<file path="config.mk">
export PLATFORM = sky130hd
export DESIGN_NAME = tri_queue
export DESIGN_NICKNAME = d
export VERILOG_FILES = /design/src/rtl/tri_queue.sv
export SDC_FILE = /design/constraint.sdc
export NUM_CORES = 1
export LEC_CHECK = 0
export CAP_MARGIN = 20
export CORE_ASPECT_RATIO = 1.5
export CORE_MARGIN = 3
export CORE_UTILIZATION = 43
export CTS_CLUSTER_DIAMETER = 120
export DETAILED_ROUTE_END_ITERATION = 16
export MAX_ROUTING_LAYER = met4
export PLACE_DENSITY = 0.73
export SYNTH_ARGS = -nofsm -noshare
export SYNTH_HDL_FRONTEND = slang
export SYNTH_SLANG_ARGS = --single-unit
</file>
<file path="constraint.sdc">
create_clock -name clk -period 12.35 [get_ports clk]
set_input_delay 3.705 -clock clk [delete_from_list [all_inputs] [get_ports clk]]
set_output_delay 3.705 -clock clk [all_outputs]
set_load 0.005 [all_outputs]
</file>
<file path="src/rtl/tri_queue.sv">
// Show-ahead FIFO of triangles (vertex positions plus color) between pipeline stages.
// It uses ready/valid style handshakes, drops pushes when full, and keeps a sticky overflow flag.
module tri_queue #(
  parameter int unsigned SIGFIG = 24,
  parameter int unsigned VERTS  = 3,
  parameter int unsigned AXIS   = 3,
  parameter int unsigned COLORS = 3,
  parameter int unsigned DEPTH  = 4
) (
  input  logic                                  clk,
  input  logic                                  rst,
  input  logic signed [SIGFIG-1:0]              tri_R10S [VERTS][AXIS],
  input  logic        [SIGFIG-1:0]              color_R10U [COLORS],
  input  logic                                  validTri_R10H,
  output logic                                  halt_RnnnnL,
  output logic signed [SIGFIG-1:0]              tri_R11S [VERTS][AXIS],
  output logic        [SIGFIG-1:0]              color_R11U [COLORS],
  output logic                                  validTri_R11H,
  input  logic                                  halt_dn_RnnnnL,
  output logic        [$clog2(DEPTH+1)-1:0]     count_RnnnnU,
  output logic                                  ovf_RnnnnH
);

  localparam int unsigned PW = $clog2(DEPTH);
  localparam int unsigned CW = $clog2(DEPTH + 1);

  logic signed [SIGFIG-1:0] tri_mem   [DEPTH][VERTS][AXIS];
  logic        [SIGFIG-1:0] color_mem [DEPTH][COLORS];

  logic [PW-1:0] head;
  logic [PW-1:0] tail;
  logic [PW-1:0] rd_slot;
  logic [CW-1:0] count;
  logic          ovf;
  logic          push;
  logic          pop;

  // Flow control depends only on registered occupancy, so full never passes through
  assign halt_RnnnnL   = (count < CW'(DEPTH));
  assign validTri_R11H = (count != '0);
  assign push          = validTri_R10H & halt_RnnnnL;
  assign pop           = validTri_R11H & halt_dn_RnnnnL;

  // When empty, keep presenting the slot that was read last
  assign rd_slot = validTri_R11H ? head : head - PW'(1);

  always_ff @(posedge clk or negedge rst) begin
    if (!rst) begin
      head  <= '0;
      tail  <= '0;
      count <= '0;
      ovf   <= 1'b0;
    end else begin
      if (push) tail <= tail + PW'(1);
      if (pop)  head <= head + PW'(1);
      case ({push, pop})
        2'b10:   count <= count + CW'(1);
        2'b01:   count <= count - CW'(1);
        default: count <= count;
      endcase
      if (validTri_R10H && !halt_RnnnnL) ovf <= 1'b1;
    end
  end

  // Storage carries no reset; occupancy alone decides what is live
  always_ff @(posedge clk) begin
    if (push) begin
      tri_mem[tail]   <= tri_R10S;
      color_mem[tail] <= color_R10U;
    end
  end

  assign tri_R11S     = tri_mem[rd_slot];
  assign color_R11U   = color_mem[rd_slot];
  assign count_RnnnnU = count;
  assign ovf_RnnnnH   = ovf;

endmodule

</file>
# Word level (Yosys, flattened, before mapping)

Memory sizes are Yosys's and may differ from the RTL's.
Cells that the tools add are included.

Memory bits (writable): 1,152
Output and inout port bits: 294
Input bits: 292
Memories kept: 2
Register bits after elaboration: 8
Word-level logic and storage cells: 24

Memories:

| memory    | words | bits a word | read ports | clocked after memory_dff | wr ports | line | text |
|---|---|---|---|---|---|---|---|
| tri_mem   | 4     | 216         | 1          | 0                        | 1        | 27   | `logic signed [SIGFIG-1:0] tri_mem [DEPTH][VERTS][AXIS];` |
| color_mem | 4     | 72          | 1          | 0                        | 1        | 28   | `logic [SIGFIG-1:0] color_mem [DEPTH][COLORS];` |

Magnitude comparators: 1
Reductions and logical operators: 4
Muxes and demuxes: 4
Equality and inequality tests: 2
$add $sub $neg: 5
Bitwise logic cells: 2

Operator list:

| cell                  | count |
|---|---|
| $pmux W3 S2           | 1 |
| $add A2 B1 Y2 const B | 2 |
| $add A3 B1 Y3 const B | 1 |
| $lt A3 B3 Y1 const B  | 1 |
| $reduce_bool A3 Y1    | 1 |
| $sub A3 B1 Y3 const B | 1 |
| $and A1 B1 Y1         | 2 |
| $eq A2 B1 Y1 const B  | 1 |
| $eq A2 B2 Y1 const B  | 1 |
| $mux W1               | 2 |
| $mux W2               | 1 |
| $reduce_bool A2 Y1    | 1 |
| $sub A2 B1 Y2 const B | 1 |
| $logic_and A1 B1 Y1   | 1 |
| $logic_not A1 Y1      | 1 |

# Longest topological paths before layout

Gate-level depths: netlist of the first run.

Depth in word-level cells: 4
Mapped depth: 11
Gate-level depth less buffers: 9

# Worst setup path before layout of the first run

Ideal clock, no wire load.

Kind: input -> register
From: input validTri_R10H
To: memory color_mem[0][0] in the netlist's numbering, enable pin
Buffers on the path: 1
Required time: 11.664 ns
Arrival time: 10.610 ns
Setup time: 0.686 ns
Stages on the path: 3
Path slack: 1.054 ns
Path through: nor2b_1 clkbuf_1 and2_1

Longest elaborated chain between the ends: 3

RTL lines:

| what                          | line | text |
|---|---|---|
| start, declared               | 14   | `input logic validTri_R10H,` |
| $and A1 B1 Y1                 | 41   | `assign push = validTri_R10H & halt_RnnnnL;` |
| $mux W1                       | 67   | `if (push) begin` |
| $mux W1 (not written as such) | 69   | `color_mem[tail] <= color_R10U;` |
| end, declared                 | 28   |  |

Every way passes these cells.

==> results.md, run 1 <==
- TritonCTS built the clock tree.
- The cell accounting for the most synthesized area is edfxtp_1.
- The finished cells cover 61,600 um2.
- The actual slew at the worst max-slew pin is between 1 and 1.5 ns.
- The worst hold slack is roughly 0.48 ns.
- The maximum count of clock buffers along a single path is 3.
- Routability-driven placement finished with a final weighted congestion of between 0.7 and 0.8.
- The hold path depth is 1.
- The area of the die is 124,000 um2.
- When the netlist entered floorplanning its net count stood at roughly 3,900.
- For the worst setup path, the data arrival time is slightly above 5 ns.
- The floorplan step set the die height to ~430 um.
- The clock tree root driver cell is clkbuf_16.
- For this design the total switching power over the nets is roughly 5800 uW.
- The smallest clock period supported by the final layout is computed as approximately 9 ns.
- The upper clock frequency limit is 114 MHz.
- In this run the remaining antenna-violating nets after routing total 0.
- The most instantiated library cell after synthesis is edfxtp_1.
- The start-to-end type of the worst setup path is reg2out.
- A synthesized cell averages roughly 14 um2.
- For this run, the post-layout net count is around 4,200.
- The post-CTS setup-driven buffer insertion count is 0.
- The number of global-route vias before repair was roughly 33,000.
- In the routed layout, each cell is associated on average with a via count of 5.98.
- The area fraction in compound gates after synthesis is around 14%.
- From synthesis to final layout, the design area changed by 19.9%.
- The count of buffers from port buffering is 585.
- The mapped netlist covers ~51,000 um2.
- The run finished with clean final reports.
- At the worst endpoint, the required time is between 8 and 9 ns.
- The chip width is between 200 and 300 um.
- Counting flops and latches in the post-synthesis netlist gives roughly 1,200.
- After Yosys synthesis, full adders, half adders and majority gates account for 0.161% of the synthesized area.
- The number of remaining DRC errors is 0.
- The global-route wire length before repair is 192 mm.
- The cell area after placement is ~58,000 um2.
- For this run, the slowest stage of the critical path takes 0.68 ns.
- The number of resized instances in the post-cts repair step is 0.
- The element type at the critical path end is a primary output.
- The path type of the worst min-delay path is reg2reg.
- In the synthesized netlist, the number of instances is 3,598.
- Counting distinct cell types in the post-synthesis netlist gives 28.
- The number of clock buffers added by TritonCTS is 108.
- The number of cells on the critical path is 9.
- On the final layout, the worst clock skew is around 0.017 ns.
- In this run, synthesis inferred between 1,000 and 1,500 flip-flops with an integrated enable.
- The HPWL after detailed placement is ~75 mm.
- Of the total power, registers draw 32.8%.
- The worst hold path begins at ovf_RnnnnH.
- The clock-pin slew of the registers on the worst-case setup and hold paths is roughly 0.060 ns.
- Summed over all failing endpoints, the final setup total negative slack is 0 ns.
- The worst-skew pair later-pin latency is 0.71 ns.
- After global routing the overflow that remains totals 0.
- In this run the worst path has a maximum fanout of between 200 and 250.
- The dominant register cell in the synthesized netlist is edfxtp_1.
- The slowest stage cell on the critical path is buf_12.
- In the finished design, the share of the clock period the worst path needs comes to a little under three quarters.
- At the end of the flow the core is filled with cells to a little over half.
- Measured against its own limit, the worst slew margin works out to around a fifth.
- The largest net degree at the start of global routing is ~240.
- For this design, the CTS-stage hold fixing added 0 buffers.
- The multiplexer share of the synthesized area is between 5 and 6%.
- The initialized floorplan defines 154 standard-cell rows.
- The via count is approximately 34,000.
- For this design, the sink count on the clock tree is 1,160.
- Traced cell by cell, the critical path runs through nor3_4, buf_4, inv_8, buf_12, buf_12, nor3_1, a211o_1, a22oi_1, clkdlybuf4s50_1.
- In this run, the combinational gates consume 47.3% of the power.
- The startpoint of the worst-slack reg-to-reg timing path is count_RnnnnU[2].
- The final count of pins violating max slew is 0.
- The simple-gate area share of the yosys netlist is under 10%.
- The worst setup path is launched from a flop.
- The cell that appears most often on the critical path is buf_12.
- The worst setup path startpoint is count_RnnnnU[2].
- The clock network burns approximately a fifth of the power.
- Setup violations remaining at the end of the flow were counted as 0.
- Global routing used a little over 20% of the available tracks across all layers.
- The first TritonRoute pass finished after 5 iterations.
- The finished layout holds roughly 5,600 standard cells, fillers aside.
- The share of total power consumed by net switching is between 30% and 40%.
- The final routed wirelength across all metal layers is around 130 mm.
- Sequential elements use between 60% and 70% of the synthesized area.
- Summing the areas of all xor and xnor instances in the mapped netlist gives less than 1% of the synthesized area.
- Among cell families on the critical path, the largest total delay comes from buffers and inverters.
- The top cell type by area accounts for about two thirds of the synthesized area.
- The total of warnings raised by yosys is 0.
- The final routed wire length divided by cell count is approximately 23 um.
- The number of antenna violations at the first check in global routing is 36.
- The count of boundary I/O pins is ~590.
- Once the floorplan was initialized, standard cells occupied around 44% of the core.
- The static leakage is a little over 0.02 uW.
- The fraction of registers with async set or reset after synthesis is less than 1%.
- Fill cells in the final layout number 9,615.
- The combinational family with the most area after synthesis is compound AO/OA/AOI/OAI gates.
- The hold violation total from the final report is 0.
- The power density of the placed cells is approximately 260 nW/um2.
- The maximum level of the CTS H-tree is 3.
- The max-capacitance violation count is 0.
- By area the synthesized netlist is led by edfxtp_1 (67%), mux2i_1 (5.6%), a211o_1 (4.9%).
- The cell count of the worst reg-to-reg path is 11.
- In the final layout, the share of cells above drive strength 1 is 4.98%.
- The core region is 118,000 um2.
- Sorting the synthesized cells by how often they occur yields edfxtp_1 (1,152), nor2_1 (289), a22oi_1 (288), mux2i_1 (288), nor3_1 (288).
- The internal power of the cells totals about 9900 uW.
- The number of buffer and inverter instances along the worst setup path is 5.
- The detailed router finished its first iteration with between 2,000 and 3,000 violations.
- Across the VDD grid, the largest voltage drop is about 0.00029 V.
- In this run, placement finished with an instance count of approximately 5,400.
- Setup repair after global routing left no endpoint under its margin.
## metrics by stage
stage / worst slack [ns] / total power, uW
2_1_floorplan: 1.05 / 9440
3_3_place_gp: 4.42 / 12500
3_5_place_dp: 4.36 / 12700
4_1_cts: 3.54 / 15900
5_1_grt: 3.26 / 16600
6_report: 3.60 / 15700
## layer usage
layer,global-route usage [%],vias up,part of all wire (%)
met5,-,-,0
met4,9.05,0,4.0
met3,4.66,220,7.1
met2,34.4,1047,51
met1,23.0,16983,38
li1,-,15405,-
## kinds of logic after synthesis
group | Yosys count
AOI/OAI and AO/OA | 868
muxes | 288
adders and majority gates | 6
xor gates and xnor gates | 7
DFF | 1160
buffers and inverters | 393
and+or+nand+nor | 876
## power by group through the flow
stage / Combinational, uW / Clock (uW) / Sequential (uW)
2_1_floorplan: 4140 / 0 / 5300
3_3_place_gp: 7340 / 0 / 5200
3_5_place_dp: 7460 / 0 / 5240
4_1_cts: 7510 / 3200 / 5160
5_1_grt: 8020 / 3370 / 5210
6_report: 7450 / 3130 / 5160
## layout make-up
class	count	area [um2]	area share [%]
Timing Repair Buffer	624	6360	10.3
Clock inverter	64	477	0.774
Clock buffer	134	2830	4.60
Antenna cell	36	90.1	0.146
Inverter	9	41.3	0.0670
Sequential cell	1160	34800	56.5
Tap cell	1560	1950	3.17
Multi-Input combinational cell	2045	15000	24.4
## worst paths after layout
| kind | to | slack [ns] |
|---|---|---|
| max | tri_R11S[57] | 3.60 |
| min | ovf_RnnnnH | 0.48 |
| max reg2reg | count_RnnnnU[2] | 8.65 |
| min reg2reg | ovf_RnnnnH | 0.48 |
| max in group asynchronous | head[1] | 8.68 |
| min in group asynchronous | ovf_RnnnnH | 3.32 |
## flip-flops by register name, summed over array words and instances, names as in the netlist
signal and cells:
tri_mem 864, count_RnnnnU 3, head 2, ovf_RnnnnH 1
color_mem 288, tail 2
## worst register-to-register path: stages (launching register included)
cell	delay, ns
dfrtp_1	0.45
nor3_4	0.07
buf_4	0.34
inv_8	0.61
buf_12	0.73
and2_1	0.39
ha_1	0.21
inv_1	0.06
fa_1	0.37
xor2_1	0.15
nor2_1	0.11
xnor2_1	0.13
## layout by cell type, fill, tap and decap left out, drive strengths merged, types with 16 or more instances in the layout
master / count
nand3b: 287
nor2: 289
a211o: 287
clkinv: 46
inv: 16
mux2i: 288
buf: 39
a22oi: 288
clkbuf: 134
diode: 36
clkdlybuf4s50: 585
nor3: 289
edfxtp: 1152
o311ai: 287
Note: power is estimated with default switching activity, not from simulation.
==> inputs of run 2 (changes only) <==
==> constraint.sdc (replaced) <==
create_clock -name clk -period 8.1 [get_ports clk]
set_input_delay 2.43 -clock clk [delete_from_list [all_inputs] [get_ports clk]]
set_output_delay 2.43 -clock clk [all_outputs]
set_load 0.005 [all_outputs]
==> results.md, run 2 (synthesis gave the netlist of run 1 again) <==
- The data required time of the worst path is 5.67 ns (was 8.64 ns).
- The startpoint of the tightest hold check path was ovf_RnnnnH (unchanged).
- The part of the cycle the worst path needs is 85.0%.
- The cell row count is 154 (unchanged).
- The number of cells after detailed placement came to 5,411 (was 5,398).
- The number of global-route vias before repair came to 33,608 (was 32,792).
- The largest clock skew in the final design came to 0.0170 ns (was 0.0175 ns).
- The leftover overflow at the end of global routing was 0 (unchanged).
- The static leakage is 0.0209 uW (was 0.0207 uW).
- The clock buffer count from CTS is 110 (was 108).
- The global-route wire length before repair came to 197 mm (was 192 mm).
- The total of fill cells in the finished design is 9,684 (was 9,615).
- The number of flip-flops under the largest register name is 864 (unchanged).
- The hold path depth came to 1 (unchanged).
- The maximum level of the CTS H-tree came to 3 (unchanged).
- The number of buffer and inverter instances along the worst setup path is 3 (was 5).
- The final standard cell utilization of the core was 52.6% (was 52.1%).
- Unrepaired setup endpoints after global routing: false (unchanged).
- The hold violation total from the final report is 0 (unchanged).
- The busiest layer in global routing is met2 (unchanged).
- The count of boundary I/O pins is 586 (unchanged).
- The worst ir drop on vdd is 0.000460 V (was 0.000287 V).
- The kind of start point of the critical path is a flop (unchanged).
- The count of non-filler cells in the finished layout came to 5,657 (was 5,632).
- The final estimated routing congestion in global placement is 0.780 (was 0.779).
- The largest net degree at the start of global routing came to 241 (was 239).
- The maximum count of clock buffers along a single path is 3 (unchanged).
- The max-capacitance violation count was 0 (unchanged).
- The relative slew slack was 25.9% (was 20.2%).
- The number of nets in the finished design is 4,261 (was 4,246).
- The most prevalent standard cell on the critical path is buf_12 (unchanged).
- The number of nets with antenna violations after routing is 0 (unchanged).
- The setup slack after placement is 2.12 ns (was 4.36 ns).
- The layout overhead on the synthesized area is 20.9% (was 19.9%).
- The number of remaining DRC errors is 0 (unchanged).
- The chip width came to 288 um (unchanged).
- The cell count of the worst reg-to-reg path came to 10 (was 11).
- The setup slack after layout came to 1.22 ns (was 3.60 ns).
- The final routed wire length divided by cell count is 23.2 um (was 22.7 um).
- The post-CTS setup-driven buffer insertion count is 0 (unchanged).
- The placeable core region is 118,000 um2 (unchanged).
- The overall track demand over capacity in global routing was 21.0% (was 20.3%).
- The number of cells on the critical path is 6 (was 9).
- The routing usage on met1 is 23.6% (was 23.0%).
- The number of antenna violations at the first check in global routing is 45 (was 36).
- The final count of pins violating max slew is 0 (unchanged).
- The maximum fanout along the worst path is 128 (was 238).
- The fraction of met2 tracks used by global routing is 35.5% (was 34.4%).
- The slowest stage cell on the critical path is clkdlybuf4s50_1 (was buf_12).
- The via count is 34,169 (was 33,655).
- The count of TritonRoute iterations in the first routing pass came to 6 (was 5).
- Run status: finished, final reports clean (unchanged).
- The number of resized instances in the post-cts repair step is 0 (unchanged).
- Worst-path cell chain: nor3_4, buf_12, xnor2_2, buf_12, a22oi_1, clkdlybuf4s50_1 (was nor3_4, buf_4, inv_8, buf_12, buf_12, nor3_1, a211o_1, a22oi_1, clkdlybuf4s50_1).
- The via density per instance came to 6.04 (was 5.98).
- The clock tree from TritonCTS is built (unchanged).
- Derived from the worst setup path, the maximum achievable clock frequency is roughly 150 MHz.
- The met3 track demand over resource in global routing is 5.17% (was 4.66%).
- The floorplan die height is 429 um (unchanged).
- The element type at the critical path end is a primary output (unchanged).
- The power density of the placed cells came to 395 nW/um2 (was 256 nW/um2).
- The slack of the worst reg-to-reg path was 4.61 ns (was 8.65 ns).
- The final routed wirelength across all metal layers is 131 mm (was 128 mm).
- The worst-skew pair later-pin latency is 0.69 ns (was 0.71 ns).
- The cell family contributing the most delay on the critical path is buffers and inverters (unchanged).
- The HPWL after detailed placement is 75.7 mm (was 74.7 mm).
- The sink count of the clock tree came to 1,160 (unchanged).
- The fraction of layout instances using a drive strength above 1 is 5.53% (was 4.98%).
- The signal arrival time at the worst endpoint came to 4.45 ns (was 5.04 ns).
- The clock-pin slew of the registers on the worst-case setup and hold paths is 0.06 ns (about the same).
- The maximum cell stage delay along the critical path came to 0.62 ns (was 0.68 ns).
- The path type of the worst min-delay path is reg2reg (unchanged).
- The start-to-end type of the worst setup path is reg2out (unchanged).
- The most common cell after layout, fill and taps aside was edfxtp_1 (unchanged).
- Most used cells in the layout excluding fill and tap cells: edfxtp_1 (1,152), clkdlybuf4s50_1 (585), nor2_1 (289) (unchanged).
- The end point of the most critical hold path was ovf_RnnnnH (unchanged).
- The DRC marker count from the first detailed-route iteration is 2,256 (was 2,539).
- The hold-fix buffer count after cts is 0 (unchanged).
- The count of buffers from port buffering is 585 (unchanged).
- The clock tree root driver cell is clkbuf_16 (unchanged).
- The starting utilization of the core area is 43.5% (unchanged).
- The number of endpoints failing setup at the final stage is 0 (unchanged).
- The area of the die was 124,000 um2 (unchanged).
- The register with the most flip-flops is tri_mem (unchanged).
- The startpoint of the worst-slack reg-to-reg timing path is count_RnnnnU[0] (was count_RnnnnU[2]).
- The end of the worst register-to-register path is count_RnnnnU[2] (unchanged).
- The accumulated negative setup slack is 0 ns (unchanged).
- The actual slew at the worst max-slew pin is 1.11 ns (was 1.20 ns).
- The shortest period the worst path allows is 6.88 ns.
## run 2: cell count changes in the layout (fill, tap and decap cells not counted), sizes merged
cell	previous run	this run
inv	16	18
clkinv	46	53
clkinvlp	8	4
diode	36	43
buf	39	52
bufinv	3	13
clkbuf	134	124
## run 2: layout make-up
cell class,count,area [um2],area share (%)
Timing Repair Buffer,637,6560,10.6
Multi-Input combinational cell,2045,15000,24.2
Sequential cell,1160,34800,56.0
Inverter,9,41.3,0.0665
Antenna cell,43,108,0.173
Clock inverter,79,786,1.27
Clock buffer,124,2830,4.55
Tap cell,1560,1950,3.14
## run 2: worst max-delay path by stage
stage	slack (ns)	startpoint	end
after floorplan	1.32	validTri_R10H	color_mem[0][0]
after global placement	2.16	count_RnnnnU[0]	tri_R11S[53]
after detailed placement	2.12	count_RnnnnU[0]	color_R11U[6]
after CTS	1.30	count_RnnnnU[0]	tri_R11S[12]
after global routing	1.10	count_RnnnnU[2]	tri_R11S[171]
final	1.22	count_RnnnnU[0]	color_R11U[39]
## run 2: worst register-to-register path, cell delays in order (launching register included)
cell and delay (ns):
dfrtp_1 0.45, nor3_4 0.10, inv_8 0.59, buf_4 0.85
and2_1 0.38, ha_1 0.21, inv_1 0.06, fa_1 0.38
xor2_1 0.15, nor2_1 0.12, xnor2_1 0.13
## run 2: metal layers
metal | vias up | part of all wire [%] | routed length, um
met5 | - | 0 | 0
met4 | 0 | 3.8 | 4940
met3 | 243 | 7.3 | 9550
met2 | 1150 | 52 | 67700
met1 | 17325 | 37 | 49200
li1 | 15451 | - | -
## run 2: power by group
group	internal (uW)	switching, uW	total (uW)
logic	5100	6400	11500
registers	7520	330	7850
clock network	2930	2220	5150
## run 2: stage by stage
| step | hold slack [ns] | power [uW] | area, um2 |
|---|---|---|---|
| after floorplan | 0.451 | 14200 | 51400 |
| after CTS | 0.467 | 24700 | 62000 |
| after detailed placement | 0.451 | 19500 | 58400 |
| after global placement | 0.460 | 19200 | 58400 |
| after global routing | 0.482 | 25800 | 62100 |
| final | 0.466 | 24500 | 62100 |
